--- src/rtl/l2_cacheline_adaptor.sv ---
// rtl/l2_cacheline_adaptor.sv - 256-bit L2 line to 64-bit pmem burst adaptor
//
// Converts one L2 line transaction into a BEATS-long pmem burst. A read
// gathers BEATS beats into line_o. A write streams the latched line out on
// burst_o. One resp_o pulse marks the end of each line transaction.
//
// Optional feature macro: L2_ADAPTOR_TIMEOUT_EN
//   defined   : per-beat wait counter. Reaching TIMEOUT_CYCLES sets sticky
//               error_o and ends the transaction through DONE.
//   undefined : error_o tied low. The FSM waits for resp_i indefinitely.
//
// Ports
//   clk, rst            clock (rising edge), asynchronous active-low reset
//   line_i / line_o     256-bit write line from L2 / assembled read line to L2
//   address_i           L2 line address, bits [4:0] ignored
//   read_i / write_i    L2 line requests, held until resp_o
//   resp_o              one-cycle line-complete pulse to L2
//   burst_i / burst_o   64-bit pmem read beat / write beat
//   address_o           line-aligned pmem address
//   read_o / write_o    pmem read / write strobes
//   resp_i              pmem per-beat accept/valid
//   error_o             sticky timeout flag
module l2_cacheline_adaptor #(
  parameter int BEATS          = 4,
  parameter int TIMEOUT_CYCLES = 255
) (
  input  logic         clk,
  input  logic         rst,
  input  logic [255:0] line_i,
  output logic [255:0] line_o,
  input  logic [31:0]  address_i,
  input  logic         read_i,
  input  logic         write_i,
  output logic         resp_o,
  input  logic [63:0]  burst_i,
  output logic [63:0]  burst_o,
  output logic [31:0]  address_o,
  output logic         read_o,
  output logic         write_o,
  input  logic         resp_i,
  output logic         error_o
);

  // The beat counter is 2 bits wide, and the wait counter is 8 bits wide.
  // Reject configurations that cannot fit.
  if (BEATS != 4 || TIMEOUT_CYCLES < 1 || TIMEOUT_CYCLES > 255) begin : g_param_check
    $error("l2_cacheline_adaptor: BEATS must be 4 and TIMEOUT_CYCLES 1..255");
  end

  localparam logic [1:0] LAST_BEAT = 2'(BEATS - 1);

  typedef enum logic [1:0] {IDLE, RD, WR, DONE} state_t;

  state_t                 state, state_next;
  logic [1:0]             cnt;
  logic [26:0]            addr_q;
  logic [BEATS-1:0][63:0] wline_q;
  logic [BEATS-1:0][63:0] rline_q;
  logic                   timeout;

  // Line-offset bits are dropped on purpose.
  logic unused_offset;
  assign unused_offset = ^address_i[4:0];

  assign address_o = {addr_q, 5'b0};
  assign line_o    = rline_q;

`ifdef L2_ADAPTOR_TIMEOUT_EN
  localparam logic [7:0] TIMEOUT_LIMIT = 8'(TIMEOUT_CYCLES);

  logic [7:0] wait_cnt;
  logic       error_q;

  assign timeout = (wait_cnt == TIMEOUT_LIMIT);
  assign error_o = error_q;

  // The counter restarts on every state change and on every accepted beat.
  // It therefore measures the wait for the beat currently outstanding.
  always_ff @(posedge clk or negedge rst) begin
    if (!rst) begin
      wait_cnt <= '0;
      error_q  <= 1'b0;
    end else begin
      if (state_next != state || resp_i) begin
        wait_cnt <= '0;
      end else if (state == RD || state == WR) begin
        wait_cnt <= wait_cnt + 8'd1;
      end
      if ((state == RD || state == WR) && !resp_i && timeout) begin
        error_q <= 1'b1;
      end
    end
  end
`else
  assign timeout = 1'b0;
  assign error_o = 1'b0;
`endif

  always_ff @(posedge clk or negedge rst) begin
    if (!rst) begin
      state   <= IDLE;
      cnt     <= '0;
      addr_q  <= '0;
      wline_q <= '0;
      rline_q <= '0;
    end else begin
      state <= state_next;
      case (state)
        IDLE: begin
          if (write_i) begin
            addr_q  <= address_i[31:5];
            wline_q <= line_i;
          end else if (read_i) begin
            addr_q <= address_i[31:5];
          end
        end
        RD: begin
          if (resp_i) begin
            rline_q[cnt] <= burst_i;
            cnt          <= cnt + 2'd1;
          end
        end
        WR: begin
          if (resp_i) begin
            cnt <= cnt + 2'd1;
          end
        end
        DONE: cnt <= '0;
        default: cnt <= '0;
      endcase
    end
  end

  // Next-state logic and Moore output decode.
  // A beat arriving on the same cycle as a timeout still counts as a beat.
  always_comb begin
    state_next = state;
    read_o     = 1'b0;
    write_o    = 1'b0;
    resp_o     = 1'b0;
    burst_o    = '0;
    case (state)
      IDLE: begin
        if (write_i) begin
          state_next = WR;
        end else if (read_i) begin
          state_next = RD;
        end
      end
      RD: begin
        read_o = 1'b1;
        if (resp_i) begin
          if (cnt == LAST_BEAT) state_next = DONE;
        end else if (timeout) begin
          state_next = DONE;
        end
      end
      WR: begin
        write_o = 1'b1;
        burst_o = wline_q[cnt];
        if (resp_i) begin
          if (cnt == LAST_BEAT) state_next = DONE;
        end else if (timeout) begin
          state_next = DONE;
        end
      end
      DONE: begin
        resp_o     = 1'b1;
        state_next = IDLE;
      end
      default: state_next = IDLE;
    endcase
  end

endmodule

--- config.mk ---
export PLATFORM = sky130hd
export DESIGN_NAME = l2_cacheline_adaptor
export DESIGN_NICKNAME = d
export VERILOG_FILES = /design/src/rtl/l2_cacheline_adaptor.sv
export SDC_FILE = /design/constraint.sdc
export NUM_CORES = 1
export LEC_CHECK = 0
export CAP_MARGIN = 20
export CORE_AREA = 2 2 276 278
export CTS_BUF_LIST = sky130_fd_sc_hd__clkbuf_4 sky130_fd_sc_hd__clkbuf_8
export CTS_CLUSTER_DIAMETER = 60
export DETAILED_ROUTE_END_ITERATION = 8
export DIE_AREA = 0 0 278 280
export MAX_ROUTING_LAYER = met4
export PLACE_DENSITY = 0.52
export SKIP_CTS_REPAIR_TIMING = 1
export SLEW_MARGIN = 20
export SYNTH_ARGS = -nofsm -noshare
export SYNTH_HDL_FRONTEND = slang
export SYNTH_SLANG_ARGS = --single-unit
export TNS_END_PERCENT = 20
--- constraint.sdc ---
create_clock -name clk -period 2.27 [get_ports clk]
set_input_delay 0.454 -clock clk [delete_from_list [all_inputs] [get_ports clk]]
set_output_delay 0.454 -clock clk [all_outputs]
set_load 0.02 [all_outputs]
**Word level (Yosys, flattened, before mapping)**

Index checks and enable logic that the tools add are counted.

- Multiplexer cells: 18
- Reductions and logical operators: 10
- Equality and inequality tests: 7
- Add/sub/neg operators: 1
- Order comparisons: 2

Operators by type and width:

| operator | count |
|---|---|
| 256-bit bitwise mux | 1 |
| 64-bit 2-to-1 mux | 3 |
| 64-bit binary-select mux with 2-bit select | 1 |
| 64-bit demux with 2-bit select | 1 |
| 27-bit 2-to-1 mux | 2 |
| 2-bit 2-to-1 mux | 5 |
| 2-bit AND reduction | 4 |
| 2-bit equality test (second input constant) | 3 |
| 2-bit case mux with 3 select lines | 1 |
| 2-bit by 1-bit inequality test with 1-bit output (second input constant) | 2 |
| 2-bit case mux with 2 select lines | 1 |
| 2-bit nonzero test | 2 |
| 2-bit by 3-bit < comparator with 1-bit output (second input constant) | 1 |
| 1-bit 2-to-1 mux | 3 |
| 3-bit inequality test (second input constant) | 1 |
| 3-bit AND reduction | 1 |
| 2-bit by 1-bit adder with 2-bit output (second input constant) | 1 |
| 2-bit by 1-bit equality test with 1-bit output (second input constant) | 1 |
| 2-bit by 1-bit greater-or-equal comparator with 1-bit output (second input constant) | 1 |
| 2-bit zero test | 1 |
| 2-bit OR reduction | 1 |
| 1-bit logical AND | 1 |

- Word-level logic and storage cells: 49
- Bits in registers: 543
- Input port bits: 357
- Output and inout port bits: 356

**Depth between registers and ports, before layout**

Gate-level depths: netlist (run 1).

- Depth in word-level cells: 5
- Mapped depth: 8
- Mapped depth without buffers: 5

**Least setup slack after synthesis (run 1)**

OpenSTA, ideal clock, no wires.

- Path type: reg-to-output
- Start point: register state[0]
- End point: output port burst_o[0]
- Setup slack: 329 ps
- Buffers on the path: 2
- Data arrival time: 1487 ps
- Data required time: 1816 ps
- Cell stages (with the launch flop): 6
- Path through: dfrtp_1 -> inv_1 -> ha_1 -> buf_1 -> clkbuf_1 -> and2_1

- Cells in the longest elaborated chain, start to end: 2

RTL lines:

| element | line | text |
|---|---|---|
| start: declaration | 54 | `state_t state, state_next;` |
| start signal: assignment | 107 | `state <= state_next;` |
| 2-bit equality test | 142 | `case (state)` |
| 64-bit 2-to-1 mux | 142 |  |
| end: declaration | 36 | `output logic [63:0] burst_o,` |

Every way passes these cells.

**Final worst setup path (run 1)**

- Start point: register cnt[0]
- End point: output port burst_o[11]

- Cells in the longest elaborated chain, start to end: 3

RTL lines:

| element | line | text |
|---|---|---|
| start: declaration | 55 | `logic [1:0] cnt;` |
| start signal: assignment | 120 | `cnt <= cnt + 2'd1;` |
| start signal: assignment | 125 | `cnt <= cnt + 2'd1;` |
| 64-bit binary-select mux with 2-bit select | 160 | `burst_o = wline_q[cnt];` |
| 64-bit 2-to-1 mux (not written as such) | 160 |  |
| 64-bit 2-to-1 mux | 142 |  |

Every way passes these cells. The select of a mux whose other input is x is not followed.

==> summary.md, run 1 <==
| Metric | Value |
|---|---|
| Die Wd | 278 um |
| Port Buf Inserts | 701 |
| Switching Share | 33.5% |
| Die height | 280 um |
| Seq pwr share | 34.5% |
| Fin nets | 2,501 |
| Power Density | 1450 nW/um^2 |
| Fin cells | between 3,000 and 4,000 |
| CTS Buffer Depth | 3 |
| Max frequency | 358 MHz |
| Yosys warnings | 0 |
| Largest net degree at the start of global routing | 72 |
| Fraction of synthesized area in multiplexers | 33.9% |
| Routed Antenna Nets | 0 |
| XOR/XNOR Fraction of Synth Area | 0% |
| Compound-gate portion of the synthesized area | 0.141% |
| Seq/Total Area, Yosys | 61.0% |
| Worst slew margin | 62.2% |
| # setup viols final | 64 |
| Largest family of logic cells by synthesized area | multiplexers |
| Synthesized flop and latch total | 543 |
| Clock Power Share | 21.6% |
| Most frequent CP cell | buf_4 |
| Post-DP HPWL | 55,700 um |
| Slowest library cell on the worst path | dfrtp_4 |
| Int Power | 32,400 uW |
| Post-Synth Adder-Cell Area | 0.506% |
| CP max stage delay | 480 ps |
| Gate power share | about 44% |
| Iter 0 DRT Violations | roughly 450 |
| Number of max-cap violations | 0 |
| Starting Density | 29.6% |
| Via/cell ratio | ~4.5 |
| Pre-CTS WS | -200 ps |
| Initial antenna violation count | 17 |
| First-pass GRT wire length | around 110,000 um |
| Die area | 77,800 sq um |
| Placed cell count | 2,999 |
| Worst setup startpoint | cnt[0]$_DFFE_PN0P_ |
| Grt ovf | 0 |
| DR pass1 iterations | 4 |
| WL final | between 70,000 and 80,000 um |
| Minimum clock period | 2790 ps |
| Unrepaired setup endpoints after global routing | yes |
| Status | complete, but fails checks |
| CTS root buffer | clkbuf_8 |
| Most frequent cells in the layout | clkdlybuf4s50_1 (612), dfrtp_1 (541), mux2_2 (539) |
| Synth Instances | 1,328 |
| Vias in the first global route | approximately 16,000 |
| Commonest non-fill, non-tap cell in the layout | clkdlybuf4s50_1 |
| Wirelength per Cell | 23.7 um |
| CP Max Fanout | 5 |
| CTS buffer count | 100 |
| TritonCTS Sinks | roughly 540 |
| Mean Syn Cell Area | 16.8 sq um |
| P_sw | 16,400 uW |
| Rows | 101 |
| FF-to-FF Start | cnt[0]$_DFFE_PN0P_ |
| Startpoint Class | flop |
| Final Power | 48,800 uW |
| Area Growth Syn to Fin | 51.0% |
| I/O pins | between 700 and 800 |
| H-tree levels | 3 |
| Max Slew Vio Count | 0 |
| CP Data Required Time | 1820 ps |
| Reg clk slew, reported paths | roughly 50 ps |
| Min-Delay Path Class | in -> async |
| Worst-Skew Late Latency | 690 ps |
| Leak | 0.0148 uW |
| Crit path DAT | 2340 ps |
| Clock Skews | 31.9 ps |
| RePlAce Congestion | 0.839 |
| Slew @ Worst Pin | approximately 570 ps |
| Via count | 14,600 |
| Final Hold Vio Count | 0 |
| CTS tree | yes |
| Simple-gate share of the synthesized area | between 2 and 2.5% |
| Core area | roughly 75,000 sq um |
| Worst vdd ir | ~0.75 mV |
| Share of cells above drive strength 1 | 44.1% |
| Worst path cell trace | buf_4, buf_6, clkbuf_16, mux4_2, and2_4, buf_4 |
| Final worst setup slack | -524 ps |
| Gr usage total | 19.8% |
| Crit. End Element | primary output |
| Fin crit share | 123% |
| Distinct cells, synth | 22 |
| Failing checks | setup timing |
| Post-Synthesis Cell Area | 22,300 sq um |
| Setup CP Type | reg -> out |
| DRC violations left | 0 |
-- synthesized netlist by cell type --
master,n,area [sq um]
dfrtp_1,543,13600
a22oi_1,1,7.51
buf_6,1,11.3
o21ai_0,3,15.0
and2_1,64,400
nand3b_1,1,7.51
buf_8,1,15.0
inv_1,5,18.8
o21ai_2,1,8.76
mux2_2,539,6070
mux2i_1,4,40.0
mux4_2,64,1440
buf_4,9,67.6
nor2_1,1,3.75
clkbuf_1,8,30.0
nand2_1,5,18.8
buf_1,3,11.3
nand3_2,4,40.0
ha_1,9,113
buf_12,3,60.1
conb_1,1,3.75
buf_2,58,290
-- per-layer routing --
metal  vias up  track usage (%)  share of wire (%)  wire [um]
li1       6424                -                  -          -
met1      7481             22.8                 40      30200
met2       541             31.4                 48      36800
met3       122             8.14                9.1       6930
met4         0             5.90                2.8       2110
met5         -                -                  0          0
-- cell families after synthesis --
group,Yosys count
mux,607
simple gates,75
flops,543
compound gates,5
fa+ha+maj,9
other cells,1
buf+inv,88
-- stage by stage --
| stage | setup TNS [ps] | hold slack [ps] | utilization, % | instance area, sq um |
|---|---|---|---|---|
| after floorplan | 0 | 158 | - | 22300 |
| after global placement | -8010 | 448 | 41.3 | 31000 |
| after global routing | -37250 | 322 | 44.7 | 33600 |
| after detailed placement | -8430 | 457 | 41.3 | 31000 |
| after CTS | -59010 | -313 | 44.3 | 33300 |
| final | -30100 | 344 | 44.7 | 33600 |
-- worst max-delay path, delay by kind of cell, from the launching register on --
family	cells	cell delay, ps
muxes	1	420
and+or+nand+nor	1	180
buffers and inverters	4	600
DFF	1	480
-- power groups by stage --
stage	Sequential, uW	Combinational [uW]	Clock (uW)
2_1_floorplan	18900	9020	0
3_3_place_gp	16800	21000	0
3_5_place_dp	17000	21200	0
4_1_cts	16900	21300	10900
5_1_grt	17400	22700	11300
6_report	16900	21400	10500
-- cell type report --
cell class	instances	area, sq um
diodes	14	35.0
clock buffers	158	1970
clock inverters	24	327
fillers	6801	41600
inverters	5	18.8
multi-input cells	702	8330
flip-flops and latches	543	13600
well taps	978	1220
repair buffers	783	8110
-- worst paths after layout --
kind | endpoint | slack, ps | cells past startpoint
max | burst_o[11] | -520 | 6
min | wline_q[52]$_DFFE_PN0P_ | 340 | 2
max reg2reg | line_o[156]$_DFFE_PN0P_ | 30 | 9
min reg2reg | wline_q[254]$_DFFE_PN0P_ | 500 | 1
max in group asynchronous | line_o[32]$_DFFE_PN0P_ | 1000 | 3
min in group clk | addr_q[6]$_DFFE_PN0P_ | 370 | 2
-- sequential cells by signal, summed over array words and instances, names as in the netlist --
name / flops
line_o: 256
wline_q: 256
addr_q: 27
cnt: 2
state: 2
(Power assumes the default switching activity.)
==> inputs of run 2 (changes only) <==
Settings changed: PLACE_DENSITY 0.52 to default.
==> summary.md, run 2 (synthesis results as in run 1) <==
| Metric | Value |
|---|---|
| Critical path endpoint | burst_o[19] (was burst_o[11]) |
| Crit path depth | 6 (unchanged) |
| I/O pins | 713 (unchanged) |
| Crit path DAT | 2320 ps (was 2340 ps) |
| CP Max Fanout | 5 (unchanged) |
| Setup CP Type | reg -> out (unchanged) |
| Commonest non-fill, non-tap cell in the layout | clkdlybuf4s50_1 (unchanged) |
| Crit. End Element | primary output (unchanged) |
| Via/cell ratio | 4.57 (was 4.54) |
| Worst slew margin | 66.2% (was 62.2%) |
| First-pass GRT wire length | 105,000 um (was 111,000 um) |
| Min-Delay Path Class | in -> async (unchanged) |
| Die area | 77,800 sq um (unchanged) |
| CP max stage delay | 500 ps (was 480 ps) |
| CTS tree | yes (unchanged) |
| Most frequent CP cell | buf_6 (was buf_4) |
| Core area | 75,200 sq um (unchanged) |
| RePlAce Congestion | 0.849 (was 0.839) |
| Vias in the first global route | 16,400 (about the same) |
| Reg clk slew, reported paths | 60 ps (was 50 ps) |
| Share of cells above drive strength 1 | 43.7% (was 44.1%) |
| Fin cells | 3,202 (was 3,207) |
| Starting Density | 29.6% (unchanged) |
| Area Growth Syn to Fin | 50.9% (was 51.0%) |
| Worst path cell trace | buf_12, buf_8, buf_6, mux4_2, and2_4, buf_6 (was buf_4, buf_6, clkbuf_16, mux4_2, and2_4, buf_4) |
| Worst setup startpoint | cnt[0]$_DFFE_PN0P_ (unchanged) |
| Post-DP HPWL | 53,300 um (was 55,700 um) |
| CP Data Required Time | 1820 ps (about the same) |
| Die Wd | 278 um (unchanged) |
| Final worst setup slack | -505 ps (was -524 ps) |
| Clock Skews | 52.1 ps (was 31.9 ps) |
| H-tree levels | 3 (unchanged) |
| Grt ovf | 0 (unchanged) |
| CTS Buffer Depth | 3 (unchanged) |
| Rows | 101 (unchanged) |
| Fin nets | 2,505 (was 2,501) |
| Initial antenna violation count | 17 (unchanged) |
| Gr usage total | 18.7% (was 19.8%) |
| CTS root buffer | clkbuf_8 (unchanged) |
| Critical R2R Capture | line_o[250]$_DFFE_PN0P_ (was line_o[156]$_DFFE_PN0P_) |
| Slew @ Worst Pin | 507 ps (was 567 ps) |
| Number of max-cap violations | 0 (unchanged) |
| Leak | 0.0148 uW (about the same) |
| DRC violations left | 0 (unchanged) |
| Failing checks | setup timing (unchanged) |
| WL final | 72,700 um (was 76,000 um) |
| Placed cell count | 3,010 (was 2,999) |
| TritonCTS Sinks | 543 (unchanged) |
| Worst vdd ir | 0.766 mV (was 0.752 mV) |
| Final Hold Vio Count | 0 (unchanged) |
| # setup viols final | 64 (unchanged) |
| Largest net degree at the start of global routing | 60 (was 72) |
| Buffers & Inverters on Critical Path | 4 (unchanged) |
| FF-to-FF Start | cnt[1]$_DFFE_PN0P_ (was cnt[0]$_DFFE_PN0P_) |
| Iter 0 DRT Violations | 599 (was 447) |
| Slowest library cell on the worst path | dfrtp_4 (unchanged) |
| Wirelength per Cell | 22.7 um (was 23.7 um) |
| Routed Antenna Nets | 0 (unchanged) |
| Port Buf Inserts | 701 (unchanged) |
| Via count | 14,600 (about the same) |
| Status | complete, but fails checks (unchanged) |
| CTS buffer count | 96 (was 100) |
| Die height | 280 um (unchanged) |
| Power Density | 1440 nW/um^2 (was 1450 nW/um^2) |
| Minimum clock period | 2770 ps (was 2790 ps) |
| Startpoint Class | flop (unchanged) |
| Max Slew Vio Count | 0 (unchanged) |
| Fin crit share | 122% (was 123%) |
| Final Power | 48,300 uW (was 48,800 uW) |
| Max frequency | 360 MHz (was 358 MHz) |
| Worst-Skew Late Latency | 720 ps (was 690 ps) |
| CP delay by family, top | buffers and inverters (unchanged) |
| Most frequent cells in the layout | clkdlybuf4s50_1 (614), dfrtp_1 (541), mux2_2 (539) (was clkdlybuf4s50_1 (612), dfrtp_1 (541), mux2_2 (539)) |
| Unrepaired setup endpoints after global routing | yes (unchanged) |
| Worst r2r path cells | 6 (was 9) |
| DR pass1 iterations | 6 (was 4) |
| Setup slack, reg-to-reg | 200 ps (was 30 ps) |
-- run 2: changes by cell type in the layout (fill, tap and decap cells not counted), sizes merged --
cell	before	now
buf	134	127
dlymetal6s2s	23	28
bufinv	6	4
clkinv	13	8
inv	8	11
clkinvlp	2	0
clkbuf	171	172
clkdlybuf4s50	612	614
-- run 2: worst register-to-register path, cell delays in order (launching register included) --
cell and delay (ps):
dfrtp_4 510, buf_12 170, buf_4 170, ha_1 230, nand3_4 250, buf_12 250, mux2_2 400
-- run 2: final cells by class --
cell class                 count  area, sq um
antenna                       14         35.0
clock buffer                 151         1880
clock inverter                18          279
fill                        6731        41600
inverter                       5         18.8
multi-input combinational    702         8330
sequential                   543        13600
tap                          978         1220
timing repair buffer         791         8230
-- run 2: per-layer routing --
metal,global-route usage (%),routed length [um],vias up,share of wire [%]
met4,6.92,2130,0,2.9
met3,7.83,6850,117,9.4
met5,-,0,-,0
li1,-,-,6441,-
met1,20.6,28400,7459,39
met2,30.1,35400,603,49
-- run 2: worst min-delay path by stage --
stage	startpoint	to	slack, ps	cells after the start
after floorplan	rst	addr_q[0]$_DFFE_PN0P_	160	0
after global routing	rst	wline_q[117]$_DFFE_PN0P_	270	2
after global placement	rst	wline_q[117]$_DFFE_PN0P_	430	1
after detailed placement	rst	wline_q[117]$_DFFE_PN0P_	430	1
final	rst	wline_q[117]$_DFFE_PN0P_	290	2
after CTS	rst	wline_q[117]$_DFFE_PN0P_	-370	1
-- run 2: metrics by stage --
step	util, %	TNS [ps]	setup slack [ps]	hold slack [ps]	cell area (sq um)
floorplan	-	0	329	158	22300
global placement	41.3	-13830	-315	426	31100
finish	44.7	-28010	-505	294	33600
detailed placement	41.3	-14090	-310	427	31100
global route	44.7	-34670	-603	266	33600
CTS	44.2	-65390	-1080	-368	33200
-- run 2: power by group --
part	switching, uW	internal [uW]
clock network	4280	5800
logic	9450	12000
registers	2480	14300
==> inputs of run 3 (changes only) <==
Settings changed: TNS_END_PERCENT 20 to default.
==> summary.md, run 3 (synthesis results as in run 1) <==
| Metric | Value |
|---|---|
| Status | complete, but fails checks (unchanged) |
| Failing checks | setup timing (unchanged) |
| Die height | 280 um (unchanged) |
| Die Wd | 278 um (unchanged) |
| CTS root buffer | clkbuf_8 (unchanged) |
| Worst r2r path cells | 6 (unchanged) |
| I/O pins | 713 (unchanged) |
| Core area | 75,200 sq um (unchanged) |
| Starting Density | 29.6% (unchanged) |
| Share of cells above drive strength 1 | 44.3% (was 43.7%) |
| Gr usage total | 18.7% (unchanged) |
| Reg clk slew, reported paths | 60 ps (about the same) |
| Via/cell ratio | 4.57 (about the same) |
| Max Slew Vio Count | 0 (unchanged) |
| CTS buffer count | 96 (unchanged) |
| Hold slack final | 292 ps (was 294 ps) |
| Via count | 14,700 (was 14,600) |
| DR pass1 iterations | 6 (unchanged) |
| CTS Buffer Depth | 3 (unchanged) |
| Setup CP Type | reg -> out (unchanged) |
| Critical R2R Capture | line_o[250]$_DFFE_PN0P_ (unchanged) |
| Crit path DAT | 2310 ps (was 2320 ps) |
| TritonCTS Sinks | 543 (unchanged) |
| Placed cell count | 3,010 (unchanged) |
| Max frequency | 361 MHz (was 360 MHz) |
| DRC violations left | 0 (unchanged) |
| CP Data Required Time | 1820 ps (about the same) |
| Leak | 0.0149 uW (was 0.0148 uW) |
| Unrepaired setup endpoints after global routing | yes (unchanged) |
| Crit. End Element | primary output (unchanged) |
| Largest net degree at the start of global routing | 60 (unchanged) |
| Setup slack, reg-to-reg | 200 ps (about the same) |
| FF-to-FF Start | cnt[1]$_DFFE_PN0P_ (unchanged) |
| Fin crit share | 122% (about the same) |
| Area Growth Syn to Fin | 51.6% (was 50.9%) |
| Worst-Skew Late Latency | 720 ps (about the same) |
| H-tree levels | 3 (unchanged) |
| Fin nets | 2,513 (was 2,505) |
| Startpoint Class | flop (unchanged) |
| Clock Skews | 50.2 ps (was 52.1 ps) |
| Worst slew margin | 66.1% (was 66.2%) |
| Die area | 77,800 sq um (unchanged) |
| Vias in the first global route | 16,400 (unchanged) |
| Post-DP HPWL | 53,300 um (unchanged) |
| Wirelength per Cell | 22.8 um (was 22.7 um) |
| Slew @ Worst Pin | 509 ps (was 507 ps) |
| Minimum clock period | 2770 ps (about the same) |
| Number of max-cap violations | 0 (unchanged) |
| RePlAce Congestion | 0.849 (unchanged) |
| Final Hold Vio Count | 0 (unchanged) |
| Final worst setup slack | -497 ps (was -505 ps) |
| Routed Antenna Nets | 0 (unchanged) |
| Grt ovf | 0 (unchanged) |
| Fin cells | 3,210 (was 3,202) |
| Power Density | 1440 nW/um^2 (about the same) |
| Port Buf Inserts | 701 (unchanged) |
| CTS tree | yes (unchanged) |
| CP Max Fanout | 5 (unchanged) |
| # setup viols final | 64 (unchanged) |
| First-pass GRT wire length | 105,000 um (unchanged) |
| Final Core Density | 44.9% (was 44.7%) |
| Min-Delay Path Class | in -> async (unchanged) |
| Most frequent cells in the layout | clkdlybuf4s50_1 (614), dfrtp_1 (541), mux2_2 (539) (unchanged) |
| Rows | 101 (unchanged) |
| Iter 0 DRT Violations | 529 (was 599) |
| WL final | 73,300 um (was 72,700 um) |
| Initial antenna violation count | 17 (unchanged) |
| Worst vdd ir | 0.767 mV (was 0.766 mV) |
| Commonest non-fill, non-tap cell in the layout | clkdlybuf4s50_1 (unchanged) |
| Fill count | 6,720 (was 6,731) |
-- run 3: cell types whose count changed in the layout (fill, tap and decap cells not counted), sizes merged --
cell and change:
buf +10, dlymetal6s2s -3, clkbuf +1
-- run 3: how the worst max path moves through the flow --
stage / startpoint / end / cells past startpoint
after floorplan: state[0]$_DFFE_PN0P_ / burst_o[0] / 5
after global placement: cnt[0]$_DFFE_PN0P_ / burst_o[21] / 4
after detailed placement: cnt[0]$_DFFE_PN0P_ / burst_o[21] / 4
after CTS: cnt[0]$_DFFE_PN0P_ / burst_o[21] / 4
after global routing: cnt[0]$_DFFE_PN0P_ / burst_o[19] / 6
final: cnt[0]$_DFFE_PN0P_ / burst_o[19] / 6
-- run 3: power by group --
group,internal [uW],total (uW),switching [uW]
Clock,5800,10100,4270
Combinational,12200,21700,9540
Sequential,14300,16800,2490
-- run 3: final cells by class --
class                      count  area [sq um]  area share, %
inverter                       5          18.8         0.0556
clock buffer                 151          1880           5.58
tap                          978          1220           3.63
antenna                       14          35.0          0.104
sequential                   543         13600           40.3
multi-input combinational    702          8350           24.7
timing repair buffer         799          8360           24.8
clock inverter                18           279          0.827
-- run 3: stage by stage --
step	setup TNS (ps)	setup WS (ps)	power [uW]	cell area, sq um
finish	-27510	-497	48600	33700
global placement	-13830	-315	37500	31100
detailed placement	-14090	-310	38000	31100
CTS	-65390	-1080	48400	33200
global route	-34270	-594	51200	33700
floorplan	0	329	27900	22300
-- run 3: layer usage --
layer | GRT usage [%] | share of wire (%)
met2 | 30.1 | 49
met4 | 6.92 | 2.8
met3 | 7.83 | 9.6
met1 | 20.6 | 39
met5 | - | 0
-- run 3: worst max-delay path, stage by stage, from the launching register on --
cell     delay (ps)
dfrtp_4         500
buf_12          160
buf_8           130
buf_6           120
mux4_2          420
and2_4          180
buf_6           130
